===== src/rtl/instr_decoder_if.sv =====
// Decoder-side bundle between the SAP sequencer/datapath and instr_decoder.
// The master modport is the sequencer/datapath side; slave is the decoder.
interface instr_decoder_if #(
    parameter int DATA_WIDTH = 8
);
    logic [DATA_WIDTH-1:0] bus_in;
    logic                  ir_load;
    logic                  exec_en;
    logic [1:0]            step;
    logic                  alu_carry;
    logic                  alu_zero;
    logic [1:0]            steps_required;
    logic [DATA_WIDTH-1:0] bus_out;
    logic                  ir_out;
    logic                  mar_load;
    logic                  ram_read;
    logic                  ram_write;
    logic                  a_load;
    logic                  a_out;
    logic                  b_load;
    logic                  alu_out;
    logic                  alu_sub;
    logic                  pc_load;
    logic                  out_load;
    logic                  flags_load;
    logic                  halted;
    logic                  illegal;

    modport master (
        output bus_in, ir_load, exec_en, step, alu_carry, alu_zero,
        input  steps_required, bus_out, ir_out, mar_load, ram_read, ram_write,
               a_load, a_out, b_load, alu_out, alu_sub, pc_load, out_load,
               flags_load, halted, illegal
    );

    modport slave (
        input  bus_in, ir_load, exec_en, step, alu_carry, alu_zero,
        output steps_required, bus_out, ir_out, mar_load, ram_read, ram_write,
               a_load, a_out, b_load, alu_out, alu_sub, pc_load, out_load,
               flags_load, halted, illegal
    );
endinterface


===== src/rtl/instr_decoder.sv =====
// SAP instruction register + microcode decoder with sticky halt/illegal status.
// Optional macro DECODER_ILLEGAL_HALT_EN: an illegal opcode also sets halted.
module instr_decoder #(
    parameter int DATA_WIDTH = 8,
    parameter int ADDR_WIDTH = 4
) (
    input  logic            clk,
    input  logic            rst,
    instr_decoder_if.slave  dec
);
    localparam logic [3:0] OP_NOP = 4'h0;
    localparam logic [3:0] OP_LDA = 4'h1;
    localparam logic [3:0] OP_ADD = 4'h2;
    localparam logic [3:0] OP_SUB = 4'h3;
    localparam logic [3:0] OP_STA = 4'h4;
    localparam logic [3:0] OP_LDI = 4'h5;
    localparam logic [3:0] OP_JMP = 4'h6;
    localparam logic [3:0] OP_JC  = 4'h7;
    localparam logic [3:0] OP_JZ  = 4'h8;
    localparam logic [3:0] OP_OUT = 4'hE;
    localparam logic [3:0] OP_HLT = 4'hF;

    logic [DATA_WIDTH-1:0] ir_r;
    logic                  carry_r;
    logic                  zero_r;
    logic                  halted_r;
    logic                  illegal_r;

    logic [3:0]            opcode_s;
    logic [ADDR_WIDTH-1:0] operand_s;
    logic [1:0]            steps_s;
    logic                  active_s;
    logic                  ir_out_s, mar_load_s, ram_read_s, ram_write_s;
    logic                  a_load_s, a_out_s, b_load_s, alu_out_s, alu_sub_s;
    logic                  pc_load_s, out_load_s, flags_load_s;
    logic                  hlt_set_s, ill_set_s, is_illegal_s;

    assign opcode_s     = ir_r[DATA_WIDTH-1:ADDR_WIDTH];
    assign operand_s    = ir_r[ADDR_WIDTH-1:0];
    assign is_illegal_s = (opcode_s >= 4'h9) && (opcode_s <= 4'hD);

    // Instruction length lookup; every opcode not listed is a single step.
    always_comb begin
        steps_s = 2'd0;
        case (opcode_s)
            OP_LDA, OP_STA: steps_s = 2'd1;
            OP_ADD, OP_SUB: steps_s = 2'd2;
            default:        steps_s = 2'd0;
        endcase
    end

    // Steps past the instruction length, or a halted core, drive nothing.
    assign active_s  = dec.exec_en && !halted_r && (dec.step <= steps_s);
    assign hlt_set_s = active_s && (dec.step == 2'd0) && (opcode_s == OP_HLT);
    assign ill_set_s = active_s && (dec.step == 2'd0) && is_illegal_s;

    // Per-step microcode for the latched opcode.
    always_comb begin
        ir_out_s     = 1'b0;
        mar_load_s   = 1'b0;
        ram_read_s   = 1'b0;
        ram_write_s  = 1'b0;
        a_load_s     = 1'b0;
        a_out_s      = 1'b0;
        b_load_s     = 1'b0;
        alu_out_s    = 1'b0;
        alu_sub_s    = 1'b0;
        pc_load_s    = 1'b0;
        out_load_s   = 1'b0;
        flags_load_s = 1'b0;
        if (active_s) begin
            case (opcode_s)
                OP_LDA, OP_ADD, OP_SUB, OP_STA: begin
                    case (dec.step)
                        2'd0: begin
                            ir_out_s   = 1'b1;
                            mar_load_s = 1'b1;
                        end
                        2'd1: begin
                            if (opcode_s == OP_STA) begin
                                a_out_s     = 1'b1;
                                ram_write_s = 1'b1;
                            end else begin
                                ram_read_s = 1'b1;
                                a_load_s   = (opcode_s == OP_LDA);
                                b_load_s   = (opcode_s != OP_LDA);
                            end
                        end
                        2'd2: begin
                            alu_out_s    = 1'b1;
                            a_load_s     = 1'b1;
                            flags_load_s = 1'b1;
                            alu_sub_s    = (opcode_s == OP_SUB);
                        end
                        default: ir_out_s = 1'b0;
                    endcase
                end
                OP_LDI: begin
                    ir_out_s = 1'b1;
                    a_load_s = 1'b1;
                end
                OP_JMP: begin
                    ir_out_s  = 1'b1;
                    pc_load_s = 1'b1;
                end
                OP_JC: begin
                    ir_out_s  = 1'b1;
                    pc_load_s = carry_r;
                end
                OP_JZ: begin
                    ir_out_s  = 1'b1;
                    pc_load_s = zero_r;
                end
                OP_OUT: begin
                    a_out_s    = 1'b1;
                    out_load_s = 1'b1;
                end
                default: ir_out_s = 1'b0;
            endcase
        end else begin
            ir_out_s = 1'b0;
        end
    end

    // Instruction register, ALU flags and sticky status.
    always_ff @(posedge clk or posedge rst) begin
        if (rst) begin
            ir_r      <= {DATA_WIDTH{1'b0}};
            carry_r   <= 1'b0;
            zero_r    <= 1'b0;
            halted_r  <= 1'b0;
            illegal_r <= 1'b0;
        end else begin
            if (dec.ir_load) begin
                ir_r <= dec.bus_in;
            end
            if (flags_load_s) begin
                carry_r <= dec.alu_carry;
                zero_r  <= dec.alu_zero;
            end
            if (hlt_set_s) begin
                halted_r <= 1'b1;
            end
`ifdef DECODER_ILLEGAL_HALT_EN
            if (ill_set_s) begin
                halted_r <= 1'b1;
            end
`endif
            if (ill_set_s) begin
                illegal_r <= 1'b1;
            end
        end
    end

    assign dec.steps_required = steps_s;
    assign dec.bus_out    = ir_out_s ? {{(DATA_WIDTH-ADDR_WIDTH){1'b0}}, operand_s}
                                     : {DATA_WIDTH{1'b0}};
    assign dec.ir_out     = ir_out_s;
    assign dec.mar_load   = mar_load_s;
    assign dec.ram_read   = ram_read_s;
    assign dec.ram_write  = ram_write_s;
    assign dec.a_load     = a_load_s;
    assign dec.a_out      = a_out_s;
    assign dec.b_load     = b_load_s;
    assign dec.alu_out    = alu_out_s;
    assign dec.alu_sub    = alu_sub_s;
    assign dec.pc_load    = pc_load_s;
    assign dec.out_load   = out_load_s;
    assign dec.flags_load = flags_load_s;
    assign dec.halted     = halted_r;
    assign dec.illegal    = illegal_r;
endmodule


===== src/flat_wrapper.sv =====
// flat-port wrapper written by rule: the top's interface ports become plain ports
module instr_decoder_flat 
#(
    parameter int DATA_WIDTH = 8,
    parameter int ADDR_WIDTH = 4
)
  (clk, rst, dec_bus_in, dec_ir_load, dec_exec_en, dec_step, dec_alu_carry, dec_alu_zero, dec_steps_required, dec_bus_out, dec_ir_out, dec_mar_load, dec_ram_read, dec_ram_write, dec_a_load, dec_a_out, dec_b_load, dec_alu_out, dec_alu_sub, dec_pc_load, dec_out_load, dec_flags_load, dec_halted, dec_illegal);
  instr_decoder_if #(.DATA_WIDTH(DATA_WIDTH)) dec_i ();
  input  logic clk;
  input  logic rst;
  input wire logic [$bits(dec_i.bus_in)-1:0] dec_bus_in;
  input wire logic [$bits(dec_i.ir_load)-1:0] dec_ir_load;
  input wire logic [$bits(dec_i.exec_en)-1:0] dec_exec_en;
  input wire logic [$bits(dec_i.step)-1:0] dec_step;
  input wire logic [$bits(dec_i.alu_carry)-1:0] dec_alu_carry;
  input wire logic [$bits(dec_i.alu_zero)-1:0] dec_alu_zero;
  output wire logic [$bits(dec_i.steps_required)-1:0] dec_steps_required;
  output wire logic [$bits(dec_i.bus_out)-1:0] dec_bus_out;
  output wire logic [$bits(dec_i.ir_out)-1:0] dec_ir_out;
  output wire logic [$bits(dec_i.mar_load)-1:0] dec_mar_load;
  output wire logic [$bits(dec_i.ram_read)-1:0] dec_ram_read;
  output wire logic [$bits(dec_i.ram_write)-1:0] dec_ram_write;
  output wire logic [$bits(dec_i.a_load)-1:0] dec_a_load;
  output wire logic [$bits(dec_i.a_out)-1:0] dec_a_out;
  output wire logic [$bits(dec_i.b_load)-1:0] dec_b_load;
  output wire logic [$bits(dec_i.alu_out)-1:0] dec_alu_out;
  output wire logic [$bits(dec_i.alu_sub)-1:0] dec_alu_sub;
  output wire logic [$bits(dec_i.pc_load)-1:0] dec_pc_load;
  output wire logic [$bits(dec_i.out_load)-1:0] dec_out_load;
  output wire logic [$bits(dec_i.flags_load)-1:0] dec_flags_load;
  output wire logic [$bits(dec_i.halted)-1:0] dec_halted;
  output wire logic [$bits(dec_i.illegal)-1:0] dec_illegal;
  assign dec_i.bus_in = dec_bus_in;
  assign dec_i.ir_load = dec_ir_load;
  assign dec_i.exec_en = dec_exec_en;
  assign dec_i.step = dec_step;
  assign dec_i.alu_carry = dec_alu_carry;
  assign dec_i.alu_zero = dec_alu_zero;
  assign dec_steps_required = dec_i.steps_required;
  assign dec_bus_out = dec_i.bus_out;
  assign dec_ir_out = dec_i.ir_out;
  assign dec_mar_load = dec_i.mar_load;
  assign dec_ram_read = dec_i.ram_read;
  assign dec_ram_write = dec_i.ram_write;
  assign dec_a_load = dec_i.a_load;
  assign dec_a_out = dec_i.a_out;
  assign dec_b_load = dec_i.b_load;
  assign dec_alu_out = dec_i.alu_out;
  assign dec_alu_sub = dec_i.alu_sub;
  assign dec_pc_load = dec_i.pc_load;
  assign dec_out_load = dec_i.out_load;
  assign dec_flags_load = dec_i.flags_load;
  assign dec_halted = dec_i.halted;
  assign dec_illegal = dec_i.illegal;
  instr_decoder #(.DATA_WIDTH(DATA_WIDTH), .ADDR_WIDTH(ADDR_WIDTH)) u_core (.clk(clk), .rst(rst), .dec(dec_i));
endmodule

===== config.mk =====
export PLATFORM = sky130hd
export DESIGN_NAME = instr_decoder_flat
export DESIGN_NICKNAME = d
export VERILOG_FILES = /design/src/rtl/instr_decoder_if.sv /design/src/rtl/instr_decoder.sv /design/src/flat_wrapper.sv
export SDC_FILE = /design/constraint.sdc
export NUM_CORES = 1
export LEC_CHECK = 0
export ABC_AREA = 1
export CAP_MARGIN = 20
export CORE_UTILIZATION = 37
export DETAILED_ROUTE_END_ITERATION = 10
export GPL_TIMING_DRIVEN = 0
export MAX_ROUTING_LAYER = met4
export PLACE_DENSITY = 0.73
export SYNTH_ARGS = -nofsm -noshare
export SYNTH_HDL_FRONTEND = slang
export SYNTH_SLANG_ARGS = --single-unit

===== constraint.sdc =====
create_clock -name clk -period 1.93 [get_ports clk]
set_input_delay 0.193 -clock clk [delete_from_list [all_inputs] [get_ports clk]]
set_output_delay 0.193 -clock clk [all_outputs]
set_load 0.005 [all_outputs]

== Word level (Yosys, flattened, before mapping) ==
Index checks and enable logic that the tools add are counted.
W data, S select, Z words.

* Reductions and logical operators: 12
* $lt $le $gt $ge: 3
* Multiplexer cells: 35
* Equal/unequal tests: 13

{| class="wikitable"
|+ Operators with widths
! cell !! count
|-
| $mux W1 || 28
|-
| $eq A4 B3 Y1 const B || 4
|-
| $eq A4 B4 Y1 const B || 3
|-
| $eq A4 B2 Y1 const B || 2
|-
| $pmux W1 S2 || 4
|-
| $reduce_or A4 Y1 || 2
|-
| $logic_and A1 B1 Y1 || 6
|-
| $eq A4 B1 Y1 const B || 1
|-
| $ge A4 B4 Y1 const B || 1
|-
| $le A4 B4 Y1 const B || 1
|-
| $mux W4 || 1
|-
| $ne A4 B1 Y1 const B || 1
|-
| $pmux W2 S2 || 1
|-
| $reduce_or A2 Y1 || 2
|-
| $pmux W1 S3 || 1
|-
| $eq A2 B1 Y1 const B || 1
|-
| $eq A2 B2 Y1 const B || 1
|-
| $le A2 B2 Y1 || 1
|-
| $logic_not A2 Y1 || 1
|-
| $logic_not A1 Y1 || 1
|}

* Word-level logic and storage cells: 68
* Output and inout port bits: 24
* Flip-flop bits (word level): 12
* Input bits: 16

== Depth between registers and ports, before layout ==
Gate-level depths: netlist of the first run.

* Depth in word-level cells: 7
* Depth in mapped cells: 14
* Depth with buffers taken out: 14

== Worst setup path before layout of the first run ==
Ideal clock, no wire load.

* Kind: reg-to-output
* From: reg u_core.ir_r[7]
* To: out dec_flags_load
* Stages on the path, launching flop included: 12
* Data required time: 1.737 ns
* Setup slack: -0.044 ns
* Path buffers: 1
* Arrival time: 1.781 ns
* Path through: dfrtp_1 -> nor2_2 -> nand2_2 -> ha_1 -> nand2_1 -> nand2_1 -> nand2_1 -> nand2_1 -> nor2_1 -> nand2_1 -> inv_1 -> buf_4

* Word-level cells in the longest chain between the ends: 6
* Elaborated cells between the ends (all ways): 12
* Those cells by class: 1 x order compare; 4 x eq/ne; 3 x mux; 4 x reduce/logical

{| class="wikitable"
|+ Ends and longest elaborated chain
! item !! line !! source
|-
| start, declared || instr_decoder.sv:23 || <nowiki>logic [DATA_WIDTH-1:0] ir_r;</nowiki>
|-
| start signal, assigned || instr_decoder.sv:128 || <nowiki>ir_r <= {DATA_WIDTH{1'b0}};</nowiki>
|-
| start signal, assigned || instr_decoder.sv:135 || <nowiki>ir_r <= dec.bus_in;</nowiki>
|-
| $eq A4 B2 Y1, or another cell as far along || -- ||
|-
| $reduce_or A2 Y1 || instr_decoder.sv:45 || <nowiki>case (opcode_s)</nowiki>
|-
| $pmux W2 S2 || instr_decoder.sv:45 ||
|-
| $le A2 B2 Y1 || instr_decoder.sv:53 || <nowiki>assign active_s = dec.exec_en && !halted_r && (dec.step <= steps_s);</nowiki>
|-
| $logic_and A1 B1 Y1 || instr_decoder.sv:53 ||
|-
| $mux W1 (*) || -- ||
|-
| end, declared || flat_wrapper.sv:30 || <nowiki>output wire logic [$bits(dec_i.flags_load)-1:0] dec_flags_load;</nowiki>
|}

Mark *: on every way between the ends. The rest lies on a longest branch, timed or not.

== Worst setup path in the final report of the first run ==
* From: reg u_core.ir_r[7]
* To: out dec_flags_load

* Word-level cells in the longest chain between the ends: 6
* Elaborated cells between the ends (all ways): 12
* Those cells by class: 1 x order compare; 4 x eq/ne; 3 x mux; 4 x reduce/logical

{| class="wikitable"
|+ Ends and longest elaborated chain
! item !! line !! source
|-
| $eq A4 B2 Y1, or another cell as far along || instr_decoder.sv:45, instr_decoder.sv:72 ||
|-
| $reduce_or A2 Y1 || instr_decoder.sv:45 ||
|-
| $pmux W2 S2 || instr_decoder.sv:45 ||
|-
| $le A2 B2 Y1 || instr_decoder.sv:53 ||
|-
| $logic_and A1 B1 Y1 || instr_decoder.sv:53 ||
|-
| $mux W1 (*) || instr_decoder.sv:71 || <nowiki>if (active_s) begin</nowiki>
|}

Marks and branches as above.

==> results of run 1 <==
[stage by stage]
stage	cell area [um2]	std cells	worst slack, ps	util
after global placement	1280	188	-571	0.574
after detailed placement	1280	188	-616	0.574
after floorplan	897	125	28.8	-
final	1620	216	-261	0.726
after global routing	1620	216	-337	0.726
after CTS	1530	215	-194	0.687
[sequential cells by signal (all words and copies together), names as in the netlist]
| signal | flops |
|---|---|
| u_core.ir_r | 8 |
| u_core.dec.halted | 1 |
| u_core.dec.illegal | 1 |
| u_core.carry_r | 1 |
| u_core.zero_r | 1 |
[routing by layer]
layer,vias to the layer above,global-route usage,share of wire
met2,47,0.416,0.52
met5,-,-,0
met4,0,0.0880,0.019
met1,473,0.251,0.41
li1,503,-,-
met3,8,0.0121,0.047
[power by group through the flow]
stage	Combinational (mW)	Clock [mW]	Sequential [mW]
after floorplan	0.146	0	0.322
after global placement	0.250	0	0.323
after detailed placement	0.257	0	0.327
after CTS	0.354	0.150	0.324
after global routing	0.441	0.165	0.334
final	0.411	0.146	0.331
[worst paths after layout]
| kind | slack, ps | end | cells past startpoint |
|---|---|---|---|
| setup / recovery | -260 | dec_flags_load | 12 |
| hold / removal | 230 | u_core.ir_r[5] | 2 |
| setup reg to reg | 30 | u_core.carry_r | 12 |
| hold reg to reg | 480 | u_core.dec.illegal | 1 |
| max in group asynchronous | 1380 | u_core.ir_r[7] | 2 |
| min in group clk | 480 | u_core.dec.illegal | 1 |
[synthesized netlist by cell type, types with 2 or more instances]
cell type / number / area, um2
ha_1: 5 / 62.6
nand2_2: 4 / 25.0
nor2_1: 9 / 33.8
nand2_1: 27 / 101
a21oi_1: 3 / 15.0
o21ai_0: 9 / 45.0
buf_4: 5 / 37.5
a21o_1: 2 / 15.0
dfrtp_1: 12 / 300
nor3_1: 2 / 10.0
inv_2: 4 / 15.0
nand3_1: 6 / 30.0
nor2_2: 7 / 43.8
inv_1: 17 / 63.8
[kinds of logic after synthesis]
family / Yosys count / share of synthesized area
AOI/OAI and AO/OA: 15 / 0.0937
adders and majority gates: 5 / 0.0710
buffers and inverters: 28 / 0.142
DFF: 12 / 0.341
other: 1 / 0.00426
and+or+nand+nor: 61 / 0.348
[worst max-delay path, stage by stage (launching register included)]
cell	delay, ps
dfrtp_2	460
nor2_4	200
nand2_4	90
ha_4	250
nand2_2	70
nand2_2	50
nand2_2	70
nand2_4	110
nor2_4	130
nand2_2	80
inv_2	70
buf_6	80
buf_6	80
[cell type report]
cell class	count	area, um2
plain buffers	7	56.3
clock buffers	3	22.5
fillers	167	612
inverters	21	86.3
multi-input cells	85	636
flip-flops and latches	12	303
well taps	28	35.0
repair buffers	60	483
[repair_timing]
item,4_1_cts,5_1_grt
hold buffers,0,0
resized for setup,99,21
buffers inserted,24,4
pin swaps,22,14
setup endpoints to repair,19,19
==> summary.txt, run 1 <==
Outcome
  • Outcome: complete, but fails checks
  • Failing checks: setup timing

STA
  • Final Hold Viols: 0
  • Final Max Tran Viols: 0
  • RSZ-0062 raised after global routing: yes
  • Final setup fails: 16
  • Final period utilization: 1.13
  • WHS: 227 ps
  • Clock Skews: 0.636 ps
  • Setup TNS: -2960 ps
  • Crit path time final: 2190 ps
  • Max Fclk: 457 MHz
  • Worst setup margin: -261 ps

Global route
  • First-pass GRT wire length: 4.31 mm
  • Vias in the first global route: 1033
  • Total gr overflow: 0
  • Antenna violations before repair: 0
  • Largest net degree at the start of global routing: 13
  • All-Layer GR Usage: 0.225

Cells and area
  • Nets: 211
  • Commonest non-fill, non-tap cell in the layout: buf_4
  • ANT cells: 0
  • P&R area growth vs syn: 84.1%
  • Most frequent cells in the layout: buf_4, clkdlybuf4s50_1, nand2_1, inv_1, buf_2
  • Layout cells sized above 1: 0.527

Floorplanning
  • Initial Utilization: 0.394
  • Die width: 50.8 um
  • Die area: 0.00258 mm2
  • Row count: 17
  • Die Span Y: 50.8 um
  • Placeable Area: 0.00223 mm2
  • IO Count: 40

Route
  • Number of routed nets with antenna violations: 0
  • Vias post-DR: 1031
  • Per-cell routed wire length: 13.4 um
  • DRC viols: 0
  • Vias per Instance: 4.77
  • DRT Wirelength: 2.89 mm
  • Pre-antenna DRT Iters: 4
  • Initial drt markers: 16

Yosys
  • Yosys warns: 0
  • Ys flop type: dfrtp_1
  • Syn Inst Count: 122
  • Netlist cell types: 24
  • Cell area after synthesis: 881 um2
  • Post-synth EDFFs: 0
  • Post-synthesis sequential area ratio: 0.341
  • Synth Register Bits: 12
  • Synthesized area per cell: 7.22 um2
  • Synth async-reset ratio: 1.00

Setup path
  • Kind of end point of the critical path: output pin
  • Worst EP arrival: 2000 ps
  • CP max FO: 6
  • Required @ worst endpoint: 1740 ps
  • Startpoint Class: flip-flop
  • Worst Setup SP: u_core.ir_r[7]
  • Critical path class: reg2out
  • Crit Reg-Reg Startpoint: u_core.ir_r[7]

Power
  • Worst VDD drop: 374 uV
  • PnR Total Power: 888 uW
  • Power per cell area: 547 mW/mm2
  • Static leakage: 0.859 nW
  • Switching share of power: 0.354
  • Clock share of power: 0.164
  • Flop pwr share: 0.373
  • Pint: 573 uW
  • P_sw: 314 uW
  • Comb power frac: 0.463

Placed design
  • Hpwl dp: 1.67 mm
  • I/O Buffers: 35
  • RD Place Congestion: 0.837

Min path
  • Worst Hold Class: in2async

Clocking
  • Largest buffer count on any clock path: 2
  • Clock insertion delay at the later pin of the skew report: 260 ps
  • Clk sink count: 12
  • Clock slew at reported path FFs: 70 ps
  • CTS buffer count: 3
  • Root buf cell: clkbuf_4
  • H-tree depth: 1
  • CTS tree: built

Job
  • Max Cap Viol: 0
Note: power is estimated with default switching activity, not from simulation.
==> run 2, diff against run 1 <==
--- a/config.mk
+++ b/config.mk
@@ -11,3 +11,3 @@
 export DETAILED_ROUTE_END_ITERATION = 10
-export GPL_TIMING_DRIVEN = 0
+export GPL_TIMING_DRIVEN = 1
 export MAX_ROUTING_LAYER = met4
==> constraint.sdc (replaced) <==
create_clock -name clk -period 1.93 [get_ports clk]
set_input_delay 0.386 -clock clk [delete_from_list [all_inputs] [get_ports clk]]
set_output_delay 0.386 -clock clk [all_outputs]
set_load 0.005 [all_outputs]
==> run 2 against run 1 <==
The run still ends with setup timing left. Largest cell class is now buffers. Largest power group unchanged. Via count rose by 4.0%. Hold slack improved by 190 ps. Combinational power up 10%. Utilization increased by 5.2 points. Final cell count is 5.1% higher.
==> summary.txt, run 2 (synthesis results as in run 1) <==
Setup path
  • Worst Setup SP: u_core.ir_r[4]
  • Kind of end point of the critical path: output pin
  • CP Buf/Inv Count: 5
  • Critical path class: reg2out
  • Cell family with most CP delay: simple AND/OR/NAND/NOR gates
  • Most used cell, CP: nand2_2
  • Worst EP arrival: 2020 ps
  • CP max FO: 5
  • Critical path's largest stage delay: 430 ps
  • Required @ worst endpoint: 1540 ps
  • Startpoint Class: flip-flop
  • Worst-path cell chain: inv_2 > nor2_4 > nand2_2 > nand2_4 > ha_4 > inv_2 > nand2_2 > nand2_2 > nand2_2 > nand2_4 > buf_6 > nor2_4 > nand2_2 > inv_2 > buf_6
  • Crit Reg-Reg Startpoint: u_core.ir_r[4]
  • Slowest stage cell, crit path: dfrtp_1

Placed design
  • Hpwl dp: 2.07 mm
  • RD Place Congestion: 0.923
  • I/O Buffers: 35

Global route
  • Total gr overflow: 0
  • All-Layer GR Usage: 0.262
  • Antenna violations before repair: 0
  • First-pass GRT wire length: 4.84 mm
  • Vias in the first global route: 1093
  • Largest net degree at the start of global routing: 17

Cells and area
  • Area of the multi-input gates: 637 um2
  • P&R area growth vs syn: 97.2%
  • # fillers: 138
  • Seq. cell area: 304 um2
  • Max reg flops: 8
  • Layout cells sized above 1: 0.558
  • ANT cells: 0
  • Biggest register: u_core.ir_r
  • Fin util: 0.778
  • Most frequent cells in the layout: buf_4, clkdlybuf4s50_1, nand2_1, inv_1, buf_2
  • Commonest non-fill, non-tap cell in the layout: buf_4
  • Nets: 221

Route
  • Number of routed nets with antenna violations: 0
  • Initial drt markers: 11
  • Vias post-DR: 1072
  • Per-cell routed wire length: 13.8 um
  • DRC viols: 0
  • DRT Wirelength: 3.13 mm
  • Pre-antenna DRT Iters: 4
  • Vias per Instance: 4.72

STA
  • Clock Skews: 3.99 ps
  • Max Fclk: 415 MHz
  • Final Hold Viols: 0
  • Final setup fails: 18
  • Final Max Tran Viols: 0
  • Worst setup margin: -480 ps
  • WHS: 420 ps
  • Final period utilization: 1.25
  • Crit path time final: 2410 ps
  • RSZ-0062 raised after global routing: yes

Floorplanning
  • Placeable Area: 0.00223 mm2
  • Row count: 17
  • IO Count: 40
  • Die width: 50.8 um
  • Die Span Y: 50.8 um
  • Die area: 0.00258 mm2
  • Initial Utilization: 0.394

Min path
  • Worst Hold Class: in2async

Power
  • Static leakage: 0.899 nW
  • Worst VDD drop: 482 uV
  • Power per cell area: 564 mW/mm2

Clocking
  • Largest buffer count on any clock path: 2
  • Clock slew at reported path FFs: 80 ps
  • Root buf cell: clkbuf_4
  • Clk sink count: 12
  • Post-cts hold buffer count: 0
  • CTS tree: built
  • H-tree depth: 1
  • Clock insertion delay at the later pin of the skew report: 260 ps
  • CTS buffer count: 3

Job
  • Max Cap Viol: 0

Outcome
  • Outcome: complete, but fails checks
  • Failing checks: setup timing
run 2: cell types whose count changed in the layout (fill, tap and decap cells not counted), moves of 2 or more:
cell	before	now
buf_4	26	34
nand2_2	9	11
nand2_4	7	4
buf_6	7	10
run 2: power breakdown:
group / total [mW] / switching [mW] / internal (mW) / leakage [nW]
Sequential: 0.333 / 0.0387 / 0.295 / 0.145
Combinational: 0.452 / 0.211 / 0.241 / 0.733
Clock: 0.194 / 0.0793 / 0.114 / 0.0210
Total: 0.979 / 0.329 / 0.650 / 0.899
run 2: cell type report:
| type | count | area share |
|---|---|---|
| Clock buffer | 4 | 0.0209 |
| Inverter | 21 | 0.0483 |
| Multi-Input combinational cell | 85 | 0.367 |
| Sequential cell | 12 | 0.175 |
| Tap cell | 28 | 0.0202 |
| Timing Repair Buffer | 77 | 0.369 |
run 2: final timing paths:
check / to / slack [ps] / cells past startpoint
hold reg to reg: u_core.dec.illegal / 470 / 1
setup / recovery: dec_alu_out / -480 / 15
setup reg to reg: u_core.zero_r / -120 / 17
min in group clk: u_core.dec.illegal / 470 / 1
hold / removal: u_core.ir_r[4] / 420 / 2
max in group asynchronous: u_core.ir_r[6] / 1170 / 2
run 2: what timing repair did:
action,CTS,global route
setup buffers,15,7
pin swaps,13,13
endpoints found under the setup margin,18,20
resized for setup,86,19
run 2: per-layer routing:
| metal | share of wire | vias to the layer above | wire length [um] | global-route usage |
|---|---|---|---|---|
| met1 | 0.37 | 494 | 1150 | 0.271 |
| li1 | - | 526 | - | - |
| met4 | 0.024 | 0 | 75 | 0.111 |
| met5 | 0 | - | 0 | - |
| met2 | 0.57 | 44 | 1770 | 0.500 |
| met3 | 0.038 | 8 | 120 | 0.0212 |
run 2: through the flow:
| stage | total power, mW | setup WS (ps) | area (um2) | instances | setup TNS (ps) |
|---|---|---|---|---|---|
| after floorplan | 0.491 | -23.2 | 961 | 125 | -23.2 |
| after global placement | 0.649 | -674 | 1470 | 204 | -10000 |
| after detailed placement | 0.662 | -743 | 1470 | 204 | -10980 |
| after CTS | 0.930 | -394 | 1630 | 222 | -5110 |
| after global routing | 1.04 | -583 | 1740 | 227 | -8620 |
| final | 0.979 | -480 | 1740 | 227 | -6640 |
==> RTL change 1, RTL diff (settings of run 2) <==
Add a define of `DECODER_ILLEGAL_HALT_EN`.
--- a/src/rtl/instr_decoder.sv
+++ b/src/rtl/instr_decoder.sv
@@ -2,2 +2,4 @@
 // Optional macro DECODER_ILLEGAL_HALT_EN: an illegal opcode also sets halted.
+`define DECODER_ILLEGAL_HALT_EN
+
 module instr_decoder #(
Formal check against the unedited RTL: not equivalent (Yosys sat finds a counterexample within 4 cycles, from zero or initial values and one cycle with rst high).
==> RTL change 1 against run 2 <==
Routed wire length is 18% lower. Setup slack better by 0.090 ns. Design area is 6.1% lower. Critical path type unchanged. The run still ends with setup timing left. Via count is 8.0% lower. Synthesized area is 4.5% higher. Global-route usage is 4.1 points lower. Sequential cell count stayed put. Power is 1.1% lower.
==> RTL change 1: results (changes against run 2) <==
Final layout
  • NonClk Buf Share: 0.345 (-0.0238)
  • Non-clock buffer count: 70 (-9.1%)
  • # diodes: 0 (unchanged)
  • Clock network area share: 0.0222 (+0.00135)
  • Area taken by multi-input logic gates: 619 µm² (-2.8%)
  • Final #Nets: 212 (-4.1%)
  • Layout Cells excl Fill: 218 (-4.0%)
  • Layout cells sized above 1: 0.505 (-0.0525)
  • Comb_multi_in: 85 (unchanged)
  • Register with the most flip-flops: u_core.ir_r
  • Max reg flops: 8 (unchanged)
  • Logic inverters: 19 (-9.5%)
  • Layout fillers: 191 (+38%)
  • # clk buffers: 4 (unchanged)

Worst setup path
  • Beginning of the critical path: u_core.ir_r[7]
  • CP max FO: 3 (-2)
  • Cell family with most CP delay: simple AND/OR/NAND/NOR gates
  • Critical-path top delay cell: dfrtp_2
  • Crit Reg-Reg Endpoint: u_core.zero_r
  • Setup crit end: dec_pc_load
  • Worst EP arrival: 1.93 ns (-0.09 ns)
  • Reg2Reg Setup Slack: -0.11 ns
  • Slowest cell delay on critical path: 0.47 ns (+0.04 ns)

Run status
  • Result of the run: finished with violations
  • Failing checks: setup timing

Yosys
  • Ranking of synthesized cells by area: dfrtp_1, nand2_1, ha_1
  • Synth Warn #: 0 (unchanged)
  • Synth top cells by count: nand2_1, inv_1, dfrtp_1, o21ai_0, nor2_1
  • Ys flop type: dfrtp_1
  • Mean post-synth cell area: 7.67 µm² (+6.3%)
  • Yosys cell types: 25 (+4.2%)
  • Post-synthesis sequential area ratio: 0.326 (-0.0148)
  • Post-synth ARST share: 1.00 (unchanged)

Placed design
  • Estimated wirelength of the detail-placed design: 1990 µm (-3.9%)
  • RePlAce Congestion: 0.804 (-13%)
  • DP Cell Count: 203 (-0.49%)

Clock network
  • Clock H-tree levels: 1 (unchanged)
  • Clock Latency Late Sink: 0.26 ns (about the same)
  • Post CTS Setup Buffer Count: 9 (-6)
  • TritonCTS buffer count: 3 (unchanged)
  • PostCTS Resize Cnt: 79 (-8.1%)

STA
  • Skew final: 0.00348 ns (-0.000503 ns)
  • Final setup viols: 18 (unchanged)
  • Setup slack after layout: -0.390 ns (+0.0901 ns)

Pwr
  • Worst VDD drop: 0.567 mV (+18%)
  • Leakage: 0.867 nW (-3.5%)
  • Switching power total: 0.316 mW (-3.9%)

Global route
  • First-pass GRT wire length: 4360 µm (-10%)
  • Initial antenna violation count: 0 (unchanged)
  • Total track usage: 0.220 (-0.0413)
  • Vias in the first global route: 1070 (-2.1%)
  • Largest net degree at the start of global routing: 15 (-2)

Routing
  • DR WL/cell: 11.8 µm (-14%)
  • DRT Pass-1 Iters: 4 (unchanged)
  • Vias per std cell: 4.52 (-4.2%)
  • DR iter-0 viols: 9 (-2)
[RTL change 1: cell types whose count changed in the layout (fill, tap and decap cells not counted), sizes merged, moves of 2 or more]
cell / delta
inv: -2
buf: -7
nor3: -2
nand2: -3
nand4: +2
[RTL change 1: through the flow]
stage / hold slack, ns / setup WS, ns / TNS [ns] / instance area (µm²) / power (mW)
2_1_floorplan: 0.251 / -0.00682 / -0.00682 / 995 / 0.533
3_3_place_gp: 0.456 / -0.653 / -9.51 / 1500 / 0.715
3_5_place_dp: 0.460 / -0.692 / -10.20 / 1500 / 0.724
4_1_cts: 0.428 / -0.420 / -6.02 / 1570 / 0.955
5_1_grt: 0.455 / -0.498 / -7.78 / 1630 / 1.04
6_report: 0.411 / -0.390 / -5.96 / 1630 / 0.968
[RTL change 1: power by group through the flow]
stage	logic (mW)	registers, mW	clock network [mW]
2_1_floorplan	0.192	0.341	0
3_3_place_gp	0.364	0.350	0
3_5_place_dp	0.373	0.351	0
4_1_cts	0.412	0.346	0.197
5_1_grt	0.471	0.351	0.214
6_report	0.430	0.346	0.192
[RTL change 1: cells by family (layout without fill, tap and decap cells)]
| kind of cell | after synthesis | in the layout | share of synthesized area |
|---|---|---|---|
| AO/OA/AOI/OAI | 15 | 15 | 0.0869 |
| adder cells (fa/ha/maj) | 5 | 5 | 0.0679 |
| buffers and inverters | 26 | 93 | 0.135 |
| flip-flops | 12 | 12 | 0.326 |
| multiplexers | 1 | 1 | 0.0122 |
| other | 1 | 4 | 0.00407 |
| AND/OR/NAND/NOR | 60 | 60 | 0.368 |
[RTL change 1: routing by layer]
layer | vias up | global-route usage | part of all wire
li1 | 507 | - | -
met2 | 34 | 0.419 | 0.55
met4 | 0 | 0.0766 | 0.016
met5 | - | - | 0
met1 | 441 | 0.238 | 0.38
met3 | 4 | 0.0146 | 0.051
==> RTL change 2, RTL diff (flow settings as in run 2) <==
Without the edit above. Reset style: synchronous (`rst`), changed in one clocked block.
--- a/src/rtl/instr_decoder.sv
+++ b/src/rtl/instr_decoder.sv
@@ -125,3 +125,3 @@
     // Instruction register, ALU flags and sticky status.
-    always_ff @(posedge clk or posedge rst) begin
+    always_ff @(posedge clk) begin
         if (rst) begin
Check against the original RTL: differs if rst is asserted again (counterexample within 4 cycles, from zero or initial values and one cycle with rst high); with rst held inactive, the same outputs for 10 cycles.
==> RTL change 2 against run 2 <==
Critical path type unchanged. Design area shrank 0.79%. Setup slack lost 0.058 ns. The run still ends with setup timing left. Synthesized area shrank 2.3%. Power shrank 16%. Sequential power shrank 18%. First-iteration DRC count grew 36%. Global-route usage is essentially flat. Routed wire length grew 2.6%. Sequential cell count is the same.
==> RTL change 2: results (changes against run 2) <==
Final layout
  • # diodes: 0 (unchanged)
  • Register with the most flip-flops: u_core.ir_r
  • Layout cells sized above 1: 0.529 (-0.0284)
  • Layout fillers: 151 (+9.4%)
  • Max reg flops: 8 (unchanged)
  • Final #Nets: 226 (+2.3%)

Global route
  • Met1 GRT Util: 0.241 (-0.0293)
  • Total track usage: 0.262 (about the same)
  • Met3 Resource Use GR: 0.0455 (+0.0242)
  • Vias in the first global route: 1083 (-0.91%)
  • Met2 Use GR: 0.473 (-0.0267)
  • Initial antenna violation count: 0 (unchanged)
  • Largest net degree at the start of global routing: 16 (-1)
  • First-pass GRT wire length: 4690 µm (-3.3%)

Run status
  • Failing checks: setup timing
  • Result of the run: finished with violations

Clock network
  • Reg clk slew, reported paths: 0.08 ns (about the same)
  • Clock buffer depth: 2 (unchanged)
  • Clock Latency Late Sink: 0.29 ns (+0.03 ns)
  • Clock H-tree levels: 1 (unchanged)
  • Root Buffer: clkbuf_4
  • TritonCTS buffer count: 3 (unchanged)

Yosys
  • Synth top cells by count: inv_1, nand2_1, nor2_1, dfxtp_1, a21oi_1
  • Post-synthesis sequential area ratio: 0.279 (-0.0618)
  • Yosys cell types: 21 (-13%)
  • Ranking of synthesized cells by area: dfxtp_1, inv_1, nand2_1
  • Synth Warn #: 0 (unchanged)
  • Post-synth ARST share: 0 (-1.00)

Routing
  • DR iter-0 viols: 15 (+4)
  • DR vias: 1124 (+4.9%)
  • DR WL/cell: 13.8 µm (+0.41%)
  • DRT Pass-1 Iters: 4 (unchanged)

Placed design
  • Cell Area, Placed: 0.00140 mm² (-4.8%)
  • Estimated wirelength of the detail-placed design: 1870 µm (-9.5%)
  • Worst slack, placed: -0.837 ns (-0.0941 ns)
  • # port buffers: 35 (unchanged)
  • RePlAce Congestion: 0.813 (-12%)

STA
  • Final setup viols: 18 (unchanged)
  • Skew final: 0.00904 ns (+0.00506 ns)
  • Setup slack after layout: -0.537 ns (-0.0575 ns)

Worst setup path
  • Worst EP arrival: 2.08 ns (+0.06 ns)
  • CP max FO: 3 (-2)

Pwr
  • Leakage: 0.839 nW (-6.6%)
  • Worst VDD drop: 0.500 mV (+3.8%)

Min path
  • Worst Hold Class: reg -> reg
==> RTL change 2: through the flow <==
stage                     hold WS [ns]   util  instances  TNS (ns)
final                            0.461  0.779        232     -8.04
after global routing             0.487  0.779        232     -9.59
after CTS                        0.463  0.734        228     -6.08
after detailed placement         0.449  0.631        207    -11.90
after global placement           0.443  0.631        207    -11.10
after floorplan                  0.434      -        132         0
==> RTL change 2: cell families (layout without fill, tap and decap cells) <==
family / after synthesis / count (layout) / synth area share
fa+ha+maj: 5 / 5 / 0.0727
buf+inv: 34 / 106 / 0.179
simple gates: 53 / 53 / 0.310
flops: 12 / 12 / 0.279
compound gates: 24 / 24 / 0.156
other cells: 1 / 4 / 0.00436
==> RTL change 2: layer usage <==
metal	part of all wire	vias up
li1	-	549
met2	0.52	42
met5	0	-
met4	0.067	0
met1	0.37	514
met3	0.044	19
==> RTL change 2: worst paths after layout <==
check	slack [ns]	start	cells past startpoint	endpoint
setup / recovery	-0.54	u_core.ir_r[6]	14	dec_bus_out[1]
hold / removal	0.46	u_core.ir_r[2]	2	u_core.ir_r[2]
setup reg to reg	-0.07	u_core.ir_r[6]	16	u_core.carry_r
hold reg to reg	0.46	u_core.ir_r[2]	2	u_core.ir_r[2]
==> RTL change 2: what timing repair did <==
action,CTS,global route
setup buffers,17,6
pin swaps,14,7
resized for setup,108,22
setup endpoints to repair,17,20
hold buffers,0,0
==> RTL change 2: layout make-up <==
type	count	area share
Clock buffer	4	0.0211
Inverter	27	0.0646
Multi-Input combinational cell	86	0.378
Sequential cell	12	0.148
Tap cell	28	0.0203
Timing Repair Buffer	75	0.368
==> RTL change 2: critical path, stage by stage, from the launching register on <==
cell and delay, ns:
dfxtp_4 0.37, nor2_4 0.17, nand2_2 0.09, nand2_2 0.11, ha_4 0.14, inv_2 0.03
nand2_2 0.05, nand2_2 0.06, a21oi_4 0.20, buf_4 0.14, buf_6 0.09, nand2_4 0.05
buf_6 0.12, nor2_1 0.07, buf_2 0.12
==> RTL change 2: report_power, final <==
group | internal, mW | switching (mW)
Combinational | 0.179 | 0.165
Clock | 0.115 | 0.0932
Sequential | 0.259 | 0.0144
